`config.mk`:
```
export PLATFORM = sky130hd
export DESIGN_NAME = ball_motion_ctrl
export DESIGN_NICKNAME = d
export VERILOG_FILES = /design/src/rtl/ball_motion_ctrl.sv
export SDC_FILE = /design/constraint.sdc
export NUM_CORES = 1
export LEC_CHECK = 0
export ABC_CLOCK_PERIOD_IN_PS = 4750
export CAP_MARGIN = 40
export CORE_ASPECT_RATIO = 0.8
export CORE_MARGIN = 2
export CORE_UTILIZATION = 54
export DETAILED_ROUTE_END_ITERATION = 8
export GPL_TIMING_DRIVEN = 0
export PLACE_DENSITY = 0.91
export SETUP_SLACK_MARGIN = 0.4
export SLEW_MARGIN = 20
export SYNTH_ARGS = -nofsm -noshare
export SYNTH_HDL_FRONTEND = slang
export SYNTH_SLANG_ARGS = --single-unit
```
`constraint.sdc`:
```
create_clock -name CLK -period 4.75 [get_ports CLK]
set_input_delay 0.475 -clock CLK [delete_from_list [all_inputs] [get_ports CLK]]
set_output_delay 0.475 -clock CLK [all_outputs]
set_load 0.03 [all_outputs]
```
`src/rtl/ball_motion_ctrl.sv`:
```
// Velocity/strobe controller for the position integrator: tick strobe, tilt acceleration, wall bounce.
// Strobes are registered; a CHECK decision lands one cycle later. There is no backpressure, and i_stop aborts to IDLE on the next edge.
module ball_motion_ctrl #(
    parameter int POSITION_SHIFT = 8,
    parameter int TICK_DIV       = 50000,
    parameter int POS_MIN        = 0,
    parameter int POS_MAX        = 100,
    parameter int START_POS      = 50,
    parameter int ACCEL_STEP     = 16,
    parameter int V_MAX          = 1024,
    parameter int BOUNCE_SHIFT   = 1
) (
    input  logic        CLK,
    input  logic        i_rst,
    input  logic        i_start,
    input  logic        i_stop,
    input  logic [3:0]  i_tilt,
    input  logic [31:0] i_pos,
    output logic        o_calc_time,
    output logic [31:0] o_velocity,
    output logic        o_rst0,
    output logic [9:0]  o_rst0_value,
    output logic        o_rst1,
    output logic        o_rst2,
    output logic        o_hit_left,
    output logic        o_hit_right,
    output logic [1:0]  o_state
);

    generate
        if (TICK_DIV < 4 || POSITION_SHIFT < 0 || POSITION_SHIFT > 31) begin : g_bad_param
            $error("ball_motion_ctrl: TICK_DIV must be >= 4 and POSITION_SHIFT within 0..31");
        end
    endgenerate

    localparam int CW = (TICK_DIV > 2) ? $clog2(TICK_DIV) : 1;
    localparam logic [CW-1:0]     CNT_LAST  = CW'(TICK_DIV - 1);
    localparam logic signed [32:0] VMAX_X   = 33'(V_MAX);
    localparam logic signed [32:0] VMIN_X   = -33'(V_MAX);
    localparam logic signed [32:0] STEP_X   = 33'(ACCEL_STEP);
    localparam logic signed [31:0] POS_MIN_S = 32'(POS_MIN);
    localparam logic signed [31:0] POS_MAX_S = 32'(POS_MAX);

    typedef enum logic [1:0] {
        S_IDLE  = 2'd0,
        S_LOAD  = 2'd1,
        S_RUN   = 2'd2,
        S_CHECK = 2'd3
    } state_t;

    state_t             state_q, state_n;
    logic [CW-1:0]      cnt_q, cnt_n;
    logic signed [31:0] vel_q, vel_n;
    logic               calc_q, calc_n;
    logic               rst0_q, rst0_n;
    logic               rst1_q, rst1_n;
    logic               rst2_q, rst2_n;

    logic signed [31:0] pos_s;
    logic signed [32:0] tilt_x;
    logic signed [32:0] accel_x;
    logic signed [32:0] sum_x;
    logic signed [31:0] vel_acc;
    logic signed [31:0] vel_bounce;
    logic               cnt_last;
    logic               hit_left_cond;
    logic               hit_right_cond;

    // Acceleration is summed on 33 bits so saturation sees the true overflow.
    always_comb begin
        pos_s      = $signed(i_pos);
        tilt_x     = $signed({{29{i_tilt[3]}}, i_tilt});
        accel_x    = tilt_x * STEP_X;
        sum_x      = $signed({vel_q[31], vel_q}) + accel_x;
        vel_acc    = sum_x[31:0];
        if (sum_x > VMAX_X) begin
            vel_acc = VMAX_X[31:0];
        end else if (sum_x < VMIN_X) begin
            vel_acc = VMIN_X[31:0];
        end
        vel_bounce     = -(vel_q >>> BOUNCE_SHIFT);
        hit_left_cond  = (pos_s <= POS_MIN_S) && (vel_q < 0);
        hit_right_cond = (pos_s >= POS_MAX_S) && (vel_q > 0);
        cnt_last       = (cnt_q == CNT_LAST);
    end

    always_comb begin
        state_n = state_q;
        cnt_n   = cnt_q;
        vel_n   = vel_q;
        rst1_n  = 1'b0;
        rst2_n  = 1'b0;

        case (state_q)
            S_IDLE: begin
                cnt_n = '0;
                if (i_start && !i_stop) begin
                    state_n = S_LOAD;
                    vel_n   = '0;
                end
            end
            S_LOAD: begin
                cnt_n   = '0;
                state_n = S_RUN;
            end
            S_RUN: begin
                cnt_n = cnt_last ? '0 : cnt_q + 1'b1;
                if (cnt_last) begin
                    state_n = S_CHECK;
                end
            end
            S_CHECK: begin
                cnt_n   = cnt_last ? '0 : cnt_q + 1'b1;
                state_n = S_RUN;
                if (hit_left_cond) begin
                    rst1_n = 1'b1;
                    vel_n  = vel_bounce;
                end else if (hit_right_cond) begin
                    rst2_n = 1'b1;
                    vel_n  = vel_bounce;
                end else begin
                    vel_n  = vel_acc;
                end
            end
            default: begin
                state_n = S_IDLE;
                cnt_n   = '0;
                vel_n   = '0;
            end
        endcase

        // Abort wins over everything, including a clamp decided this cycle.
        if (state_q != S_IDLE && i_stop) begin
            state_n = S_IDLE;
            cnt_n   = '0;
            vel_n   = '0;
            rst1_n  = 1'b0;
            rst2_n  = 1'b0;
        end

        rst0_n = (state_n == S_LOAD);
        calc_n = (state_n == S_RUN) && (cnt_n == CNT_LAST);
    end

    always_ff @(posedge CLK or posedge i_rst) begin
        if (i_rst) begin
            state_q <= S_IDLE;
            cnt_q   <= '0;
            vel_q   <= '0;
            calc_q  <= 1'b0;
            rst0_q  <= 1'b0;
            rst1_q  <= 1'b0;
            rst2_q  <= 1'b0;
        end else begin
            state_q <= state_n;
            cnt_q   <= cnt_n;
            vel_q   <= vel_n;
            calc_q  <= calc_n;
            rst0_q  <= rst0_n;
            rst1_q  <= rst1_n;
            rst2_q  <= rst2_n;
        end
    end

    assign o_calc_time  = calc_q;
    assign o_velocity   = vel_q;
    assign o_rst0       = rst0_q;
    assign o_rst0_value = 10'(START_POS);
    assign o_rst1       = rst1_q;
    assign o_rst2       = rst2_q;
    assign o_hit_left   = rst1_q;
    assign o_hit_right  = rst2_q;
    assign o_state      = state_q;

endmodule
```
==> results of run 1 <==
[metrics by stage]
step	std cells	power, W	utilization
after floorplan	652	0.000940	-
after global routing	857	0.00160	0.693
after CTS	856	0.00150	0.688
after global placement	846	0.00108	0.665
after detailed placement	848	0.00111	0.669
final	857	0.00152	0.693
[kinds of logic (layout without fill, tap and decap cells)]
family	Yosys count	after routing	synth area share
other	2	10	0.00147
adders and majority gates	31	31	0.0772
xor gates and xnor gates	38	38	0.0650
DFF	54	54	0.264
muxes	4	4	0.00880
and+or+nand+nor	278	278	0.293
AOI/OAI and AO/OA	181	181	0.240
buffers and inverters	56	146	0.0503
[worst register-to-register path, stage by stage (launching register included)]
cell	delay [ns]
dfrtp_1	0.47
nor3_1	0.33
nor3b_1	0.63
nand4_1	0.49
nor4_1	0.34
a2111oi_0	0.14
nor2b_1	0.22
nor2_1	0.54
clkbuf_1	0.47
o21ai_0	0.18
nand2_1	0.11
o211ai_1	0.08
[area by class of cell]
class	instances	area [um^2]	share of cell area
clock inverter	3	28.8	0.00453
tap	115	144	0.0227
clock buffer	5	125	0.0197
multi-input combinational	542	3610	0.568
inverter	20	75.1	0.0118
sequential	54	1350	0.213
timing repair buffer	82	828	0.131
buffer	36	188	0.0296
[power groups by stage]
stage,registers [W],logic (W),clock network (W)
global placement,0.000512,0.000572,0
global route,0.000508,0.000686,0.000403
detailed placement,0.000514,0.000600,0
finish,0.000506,0.000630,0.000387
floorplan,0.000531,0.000409,0
CTS,0.000505,0.000609,0.000386
[layout by cell type (no fill, tap or decap), types with 13 or more instances in the layout]
cell type	instances
clkdlybuf4s50_1	78
xnor2_1	23
nor2_1	63
a221o_1	16
inv_1	19
nand2_1	53
nor3_1	22
ha_1	30
or3_1	14
xor2_1	15
nor4_1	16
o21ai_0	42
nand4_1	15
a21oi_1	36
dfrtp_1	54
clkbuf_1	18
nand3_1	22
buf_4	13
nand3b_1	13
[per-layer routing]
layer,vias up,routed length [um],track usage
met5,-,0,0
met4,0,420,0.0925
met3,53,1400,0.0407
met2,345,7270,0.490
met1,2627,6590,0.414
li1,2596,-,-
[worst min path at each step]
stage / end / cells after the start / start
6_report: cnt_q[0] / 1 / cnt_q[0]
2_1_floorplan: cnt_q[0] / 1 / cnt_q[0]
3_3_place_gp: cnt_q[0] / 1 / cnt_q[0]
4_1_cts: cnt_q[0] / 1 / cnt_q[0]
3_5_place_dp: cnt_q[0] / 1 / cnt_q[0]
5_1_grt: cnt_q[0] / 1 / cnt_q[0]
[state kept, by name (all words and copies together) (netlist names)]
name	count
o_velocity	32
cnt_q	16
o_state	2
o_calc_time	1
o_hit_left	1
o_hit_right	1
o_rst0	1
[repair_timing]
| item | in CTS | in global routing |
|---|---|---|
| pin swaps | 0 | 1 |
| gates resized for setup | 6 | 21 |
| setup endpoints to repair | 21 | 21 |
| gates cloned | 0 | 0 |
| setup buffers | 0 | 1 |
==> run_results.csv, run 1 <==
group,metric,value,unit
worst_setup_path,ff2ff_path_depth,11,
worst_setup_path,critPathMaxStageDelay,0.56,ns
timing,hold_viol,0,
detailed_routing,wl,15.7,mm
power_and_ir_drop,cellLeakagePower,2.67,nW
global_routing,antenna_found_initial,0,
worst_setup_path,reg2reg_slack,0.62,ns
final_layout,final_cell_area,6350,um^2
timing,whs,0.505,ns
status,failed_checks,"DRC",
clock_tree,path_clk_slew,0.08,ns
worst_setup_path,cp.depth,15,
timing,rsz0062_at_grt,"true",
synthesis,async_flop_share,1.00,
timing,fmax,0.242,GHz
synthesis,syn_inst,644,
final_layout,drive_gt1_frac,0.0768,
power_and_ir_drop,power_frac_comb,0.414,
global_routing,gr-usage-all-layers,0.300,
status,status,"complete, but fails checks",
power_and_ir_drop,power_switching,0.000596,W
worst_setup_path,end_kind,"flip-flop",
synthesis,netlist.area_leader.share,0.264,
clock_tree,clk-insertion-delay-late,0.30,ns
timing,slew_headroom,0.509,
floorplanning,die_x,113,um
worst_setup_path,slowest_stage,"or4b_4",
timing,finalSetupViolCount,0,
worst_setup_path,reg2reg_from,"o_velocity[3]",
floorplanning,initial_core_util,0.559,
final_layout,final_nets,812,
timing,post-route-period-util,0.871,
synthesis,synth_edf_count,0,
floorplanning,die_h,91.1,um
detailed_routing,viasPerCell,6.56,
placed_design,routabilityCongestion,0.936,
detailed_routing,drtAntennaViolNets,0,
worst_setup_path,timing.rr.end,"o_velocity[16]",
synthesis,ys_types,72,
detailed_routing,dr.pass1.iters,8,
worst_setup_path,crit_start,"i_tilt[0]",
power_and_ir_drop,peakVddDrop,169,uV
placed_design,io_buffers,79,
hold_path,hold_class,"reg2reg",
synthesis,syn_area,5120,um^2
worst_setup_path,cp_max_fo,7,
worst_setup_path,crit_path_end,"o_velocity[4]",
final_layout,syn_to_final_growth,23.9,%
floorplanning,core_area,9150,um^2
worst_setup_path,path_delay_family,"simple AND/OR/NAND/NOR gates",
global_routing,grt_pass1_wl,25.6,mm
power_and_ir_drop,power.density,240,nW/um^2
timing,period_needed,4.14,ns
worst_setup_path,worst-path-buf-inv,2,
synthesis,yosysWarnings,0,
clock_tree,cts_buffer_depth,2,
placed_design,dpl_cell_area,6120,um^2
floorplanning,dieArea,10300,um^2
synthesis,yosysTopAreaCell,"dfrtp_1",
global_routing,grt_max_degree,37,
timing,fin_setup_tns,0,ns
power_and_ir_drop,cell_internal_pwr,0.000927,W
worst_setup_path,cp_data_arrival_time,4.35,ns
power_and_ir_drop,clkPwrFrac,0.254,
clock_tree,clock-sinks,54,
detailed_routing,drcViolationCount,6,
clock_tree,tritoncts,"done",
timing,worst_slack,0.611,ns
global_routing,grt_overflow,0,
worst_setup_path,crit_chain,"clkdlybuf4s50_1 > ha_1 > inv_1 > fa_1 > nand2b_1 > a21o_1 > a21oi_1 > o21ai_0 > a2111oi_1 > nand4_1 > nor4_1 > or4b_4 > nor4_4 > nor4_4 > o211ai_1",
worst_setup_path,critPathLaunchType,"input pin",
run,maxCapViolCount,0,
floorplanning,num_io_pins,90,
timing,worst_slew_pin_slew,0.730,ns
worst_setup_path,required,4.96,ns
clock_tree,cts_hold_buf,0,
placed_design,hpwl,11.8,mm
clock_tree,cts_htree_levels,2,
synthesis,synth-main-ff-cell,"dfrtp_1",
floorplanning,rows,31,
timing,skew,0.0107,ns
power_and_ir_drop,sequentialPowerShare,0.332,
detailed_routing,drt_iter0_drc,614,
synthesis,yosys.cell_count.top_type,"nor2_1",
final_layout,diodes,0,
global_routing,grt_pass1_vias,5282,
power_and_ir_drop,p_sw_frac,0.391,
synthesis,avgSynthCellArea,7.95,um^2
detailed_routing,dr_total_vias,5621,
placed_design,place_ws,-0.310,ns
worst_setup_path,cp_common_cell,"nor4_4",
clock_tree,cts_root_buf,"clkbuf_16",
detailed_routing,routedWlPerCell,18.3,um
synthesis,ys_seq_area_frac,0.264,
synthesis,ys_ff_latch,54,
worst_setup_path,critical_path_class,"in2reg",
timing,slew_viol_final,0,
synthesis,synthTopCellsByArea,"dfrtp_1 (26%), ha_1 (7.3%), nor2_1 (4.6%)",
final_layout,nFillCells,740,
synthesis,synthTopCellsByCount,"nor2_1 (63), dfrtp_1 (54), nand2_1 (53)",
clock_tree,cts_buffers,5,
Note: power is estimated with default switching activity, not from simulation.
==> inputs of run 2 (changes only) <==
- CTS_CLUSTER_DIAMETER: unset -> 200
- SLEW_MARGIN: 20 -> 40
==> run 2 against run 1 <==
  * The flow still finishes with violations (DRC)
  * Worst hold slack got worse by 0.048 ns
  * Via count shrank 0.89%
  * Sequential cell count did not move
  * Worst setup slack better by 0.026 ns
  * First-iteration DRC count shrank 4.2%
  * Power decreased by 0.57%
  * Maximum frequency rose by 0.64%
  * Final cell count down 0.12%
  * Critical path type unchanged
  * Critical endpoint is now o_velocity[10]
  * Largest cell class unchanged
  * Largest power group unchanged
==> run_results.csv, run 2 (same netlist as run 1, synthesis figures left out) <==
group,metric,value,unit
run,maxCapViolCount,0,
global_routing,met1_usage,0.420,
detailed_routing,drcViolationCount,6,
placed_design,io_buffers,79,
global_routing,grt_pass1_wl,25.7,mm
clock_tree,clock-sinks,54,
final_layout,final_nets,811,
clock_tree,path_clk_slew,0.07,ns
worst_setup_path,critPathLaunchType,"input pin",
power_and_ir_drop,clkPwrFrac,0.254,
worst_setup_path,reg2reg_from,"o_velocity[20]",
worst_setup_path,reg2reg_slack,0.70,ns
status,failed_checks,"DRC",
worst_setup_path,path_delay_family,"simple AND/OR/NAND/NOR gates",
worst_setup_path,crit_chain,"clkdlybuf4s50_1 > ha_1 > inv_1 > fa_1 > nand2b_1 > a21o_1 > a21oi_2 > o21ai_0 > a2111oi_1 > nand4_1 > nor4_1 > or4b_4 > o32ai_1 > or4b_2 > nand3_1",
final_layout,syn_to_final_growth,23.3,%
detailed_routing,drtAntennaViolNets,0,
placed_design,placedCellCount,847,
timing,finalSetupViolCount,0,
final_layout,final_common_cell,"clkdlybuf4s50_1",
worst_setup_path,cp_max_fo,4,
hold_path,hold_class,"in2async",
clock_tree,tritoncts,"done",
power_and_ir_drop,fin_total_pwr,0.00151,W
timing,slew_headroom,0.472,
clock_tree,cts_buffers,5,
timing,rsz0062_at_grt,"false",
power_and_ir_drop,power_frac_comb,0.412,
floorplanning,rows,31,
detailed_routing,dr.pass1.iters,7,
detailed_routing,wl,15.8,mm
final_layout,diodes,0,
timing,slew_viol_final,0,
global_routing,grt_max_degree,41,
floorplanning,initial_core_util,0.559,
worst_setup_path,cp_data_arrival_time,4.29,ns
placed_design,hpwl,12.0,mm
power_and_ir_drop,power_switching,0.000590,W
worst_setup_path,worst-path-buf-inv,2,
clock_tree,cts_htree_levels,2,
worst_setup_path,critPathMaxStageDelay,0.56,ns
timing,fin_setup_tns,0,ns
power_and_ir_drop,sequentialPowerShare,0.334,
power_and_ir_drop,power.density,240,nW/um^2
global_routing,gr-usage-all-layers,0.302,
timing,post-route-period-util,0.866,
status,status,"complete, but fails checks",
floorplanning,core_area,9150,um^2
timing,worst_slew_pin_slew,0.786,ns
power_and_ir_drop,cell_internal_pwr,0.000924,W
final_layout,drive_gt1_frac,0.0661,
worst_setup_path,critical_path_class,"in2reg",
timing,hold_viol,0,
clock_tree,clk-insertion-delay-late,0.30,ns
power_and_ir_drop,peakVddDrop,176,uV
timing,worst_slack,0.637,ns
timing,fmax,0.243,GHz
global_routing,antenna_found_initial,0,
final_layout,largest_register_ffs,32,
placed_design,routabilityCongestion,0.936,
detailed_routing,viasPerCell,6.51,
final_layout,stdcell_count,856,
floorplanning,num_io_pins,90,
timing,whs,0.457,ns
worst_setup_path,timing.rr.end,"o_velocity[4]",
detailed_routing,dr_total_vias,5571,
timing,period_needed,4.11,ns
timing,skew,0.00774,ns
clock_tree,cts_hold_buf,0,
global_routing,grt_pass1_vias,5233,
floorplanning,die_x,113,um
floorplanning,die_h,91.1,um
global_routing,use_met3,0.0461,
detailed_routing,drt_iter0_drc,588,
worst_setup_path,slowest_stage,"or4b_4",
clock_tree,cts_buffer_depth,2,
worst_setup_path,required,4.93,ns
global_routing,busiest_layer,"met2",
clock_tree,cts_root_buf,"clkbuf_16",
worst_setup_path,ff2ff_path_depth,13,
global_routing,globalRouteMet2Util,0.495,
global_routing,grt_overflow,0,
power_and_ir_drop,p_sw_frac,0.390,
floorplanning,dieArea,10300,um^2
placed_design,place_ws,0.133,ns
detailed_routing,routedWlPerCell,18.4,um
power_and_ir_drop,cellLeakagePower,2.65,nW
worst_setup_path,end_kind,"flip-flop",
final_layout,layout_common_cells,"clkdlybuf4s50_1 (78), nor2_1 (63), dfrtp_1 (54)",
run 2: layout make-up:
class / instances / area (um^2)
Multi-Input combinational cell: 542 / 3590
Fill cell: 726 / 2840
Sequential cell: 54 / 1350
Timing Repair Buffer: 81 / 816
Buffer: 36 / 183
Tap cell: 115 / 144
Clock buffer: 5 / 125
Inverter: 20 / 77.6
Clock inverter: 3 / 28.8
run 2: routing by layer:
metal | wire [um] | part of all wire
met3 | 1260 | 0.080
met1 | 6720 | 0.43
met4 | 229 | 0.015
met2 | 7560 | 0.48
met5 | 0 | 0
run 2: power groups by stage:
stage | Combinational (W) | Clock [W] | Sequential (W)
2_1_floorplan | 0.000409 | 0 | 0.000531
3_3_place_gp | 0.000572 | 0 | 0.000512
3_5_place_dp | 0.000600 | 0 | 0.000513
4_1_cts | 0.000607 | 0.000385 | 0.000505
5_1_grt | 0.000682 | 0.000405 | 0.000509
6_report | 0.000624 | 0.000385 | 0.000506
run 2: how the worst max path moves through the flow:
stage | startpoint | to | depth (start not counted)
floorplan | o_velocity[4] | o_velocity[4] | 14
global placement | i_tilt[3] | o_velocity[3] | 14
detailed placement | i_tilt[3] | o_velocity[3] | 14
CTS | i_tilt[0] | o_velocity[4] | 15
global route | i_tilt[0] | o_velocity[10] | 15
finish | i_tilt[0] | o_velocity[10] | 15
run 2: timing repair:
item                                    in CTS  in global routing
resized for setup                            0                  9
buffers inserted                             0                  1
endpoints found under the setup margin       0                 11
run 2: worst reg2reg max path, delay by kind of cell, from the launching register on:
kind / cells / cell delay, ns
buffers and inverters: 1 / 0.27
adder cells (fa/ha/maj): 1 / 0.32
AO/OA/AOI/OAI: 4 / 1.08
flip-flops: 1 / 0.48
AND/OR/NAND/NOR: 7 / 1.82
run 2: through the flow:
stage	util	cell area, um^2
6_report	0.690	6310
2_1_floorplan	-	5150
3_5_place_dp	0.667	6100
3_3_place_gp	0.665	6080
4_1_cts	0.683	6260
5_1_grt	0.690	6310
==> inputs of run 3 (changes only) <==
- CELL_PAD_IN_SITES_DETAIL_PLACEMENT: unset -> 0
- CELL_PAD_IN_SITES_GLOBAL_PLACEMENT: unset -> 2
- CORE_UTILIZATION: 54 -> 32
- PLACE_DENSITY: 0.91 -> 0.93
==> run 3 against run 2 <==
  * The run now ends clean
  * Wire length rose by 0.56%
  * Clock skew fell by 0.0010 ns
  * Sequential share of layout area fell by 0.54 points
  * Via count fell by 4.1%
  * Worst setup slack got worse by 0.061 ns
  * Register-to-register slack got worse by 0.04 ns
  * Maximum frequency fell by 1.5%
  * Critical path depth fell by 2
  * Global-route usage fell by 12 points
  * Combinational power fell by 0.6%
  * Critical endpoint unchanged
  * Largest cell class unchanged
==> run_results.csv, run 3 (same netlist as run 1, synthesis figures left out) <==
group,metric,value,unit
power_and_ir_drop,peakVddDrop,143,uV
worst_setup_path,reg2reg_from,"o_velocity[8]",
final_layout,final_common_cell,"clkdlybuf4s50_1",
power_and_ir_drop,power.density,242,nW/um^2
clock_tree,cts_htree_levels,2,
detailed_routing,drcViolationCount,0,
clock_tree,clk-insertion-delay-late,0.30,ns
floorplanning,rows,41,
detailed_routing,routedWlPerCell,16.6,um
floorplanning,die_h,117,um
clock_tree,path_clk_slew,0.07,ns
clock_tree,cts_buffers,5,
timing,worst_slew_pin_slew,0.659,ns
final_layout,drive_gt1_frac,0.0675,
worst_setup_path,required,4.93,ns
clock_tree,cts_hold_buf,0,
floorplanning,num_io_pins,90,
run,maxCapViolCount,0,
timing,slew_viol_final,0,
timing,whs,0.452,ns
detailed_routing,highest-signal-layer,"met4",
global_routing,antenna_found_initial,0,
global_routing,grt_pass1_vias,4862,
global_routing,grt_overflow,0,
final_layout,layout_common_cells,"clkdlybuf4s50_1 (78), nor2_1 (62), dfrtp_1 (54)",
timing,finalSetupViolCount,0,
floorplanning,initial_core_util,0.326,
worst_setup_path,crit_start,"i_tilt[1]",
detailed_routing,dr_total_vias,5344,
detailed_routing,viasPerCell,5.59,
placed_design,routabilityCongestion,0.898,
detailed_routing,drtAntennaViolNets,0,
placed_design,io_buffers,79,
worst_setup_path,end_kind,"flip-flop",
detailed_routing,m1WireLength,7.80,mm
global_routing,gr-usage-all-layers,0.184,
timing,fin_setup_tns,0,ns
final_layout,largest_register_ffs,32,
detailed_routing,drt_iter0_drc,345,
status,status,"completed",
detailed_routing,dr.pass1.iters,4,
final_layout,regArea,1350,um^2
timing,skew,0.00673,ns
final_layout,nFillCells,1624,
global_routing,grt_max_degree,41,
timing,rsz0062_at_grt,"true",
worst_setup_path,cp_max_fo,4,
final_layout,multi_input_area,3600,um^2
power_and_ir_drop,cellLeakagePower,2.66,nW
final_layout,syn_to_final_growth,26.5,%
timing,period_needed,4.17,ns
worst_setup_path,cp_data_arrival_time,4.35,ns
floorplanning,core_area,15700,um^2
final_layout,stdcell_count,956,
clock_tree,clock-sinks,54,
power_and_ir_drop,fin_total_pwr,0.00157,W
placed_design,hpwl,12.3,mm
floorplanning,die_x,145,um
detailed_routing,wl,15.9,mm
timing,fmax,0.240,GHz
placed_design,placedCellCount,947,
clock_tree,cts_buffer_depth,2,
detailed_routing,wl_met3,692,um
timing,slew_headroom,0.557,
detailed_routing,wl_met2,7.22,mm
global_routing,grt_pass1_wl,25.3,mm
worst_setup_path,critical_path_class,"in2reg",
timing,post-route-period-util,0.879,
hold_path,hold_class,"in2async",
clock_tree,tritoncts,"done",
clock_tree,cts_root_buf,"clkbuf_16",
final_layout,diodes,0,
timing,hold_viol,0,
worst_setup_path,critPathLaunchType,"input pin",
final_layout,final_nets,811,
floorplanning,dieArea,17000,um^2
final_layout,final_core_util,0.413,
-- run 3: layout make-up --
class | instances | area share
multi-input combinational | 542 | 0.556
sequential | 54 | 0.209
timing repair buffer | 81 | 0.126
tap | 215 | 0.0415
buffer | 36 | 0.0282
clock buffer | 6 | 0.0214
inverter | 20 | 0.0120
clock inverter | 2 | 0.00599
-- run 3: through the flow --
step / setup WS, ns / instance area, um^2
6_report: 0.576 / 6480
5_1_grt: 0.359 / 6480
4_1_cts: 0.417 / 6420
3_5_place_dp: 0.0825 / 6230
3_3_place_gp: -0.819 / 6210
2_1_floorplan: 0.932 / 5150
-- run 3: per-layer routing --
metal,vias to the layer above,global-route usage
met1,2591,0.267
met5,-,0
li1,2607,-
met2,132,0.294
met4,0,0.0314
met3,14,0.0279
-- run 3: worst paths after layout --
check,slack [ns],to,depth (start not counted)
setup reg to reg,0.66,o_velocity[3],12
min in group CLK,0.48,cnt_q[0],1
hold reg to reg,0.48,cnt_q[0],1
setup / recovery,0.58,o_velocity[10],13
hold / removal,0.45,o_velocity[1],2
max in group asynchronous,3.83,cnt_q[4],3
-- run 3: critical path: stages --
cell and delay, ns:
clkdlybuf4s50_1 0.43, ha_1 0.33, a211o_1 0.37, a221oi_4 0.35
nor3_1 0.17, or3_1 0.39, a22oi_1 0.23, nand4_1 0.18
nor4_1 0.28, or4b_4 0.55, o32ai_1 0.35, or4b_2 0.18
nand3_1 0.07
-- run 3: timing repair --
item,in CTS,in global routing
pin swaps,0,1
setup buffers,0,1
resized for setup,3,9
setup endpoints to repair,2,23
-- run 3: power by group --
group / internal, W / leakage, nW / switching (W)
Clock: 0.000266 / 0.0875 / 0.000177
Combinational: 0.000249 / 1.83 / 0.000370
Sequential: 0.000474 / 0.750 / 0.0000334
Total: 0.000988 / 2.66 / 0.000580
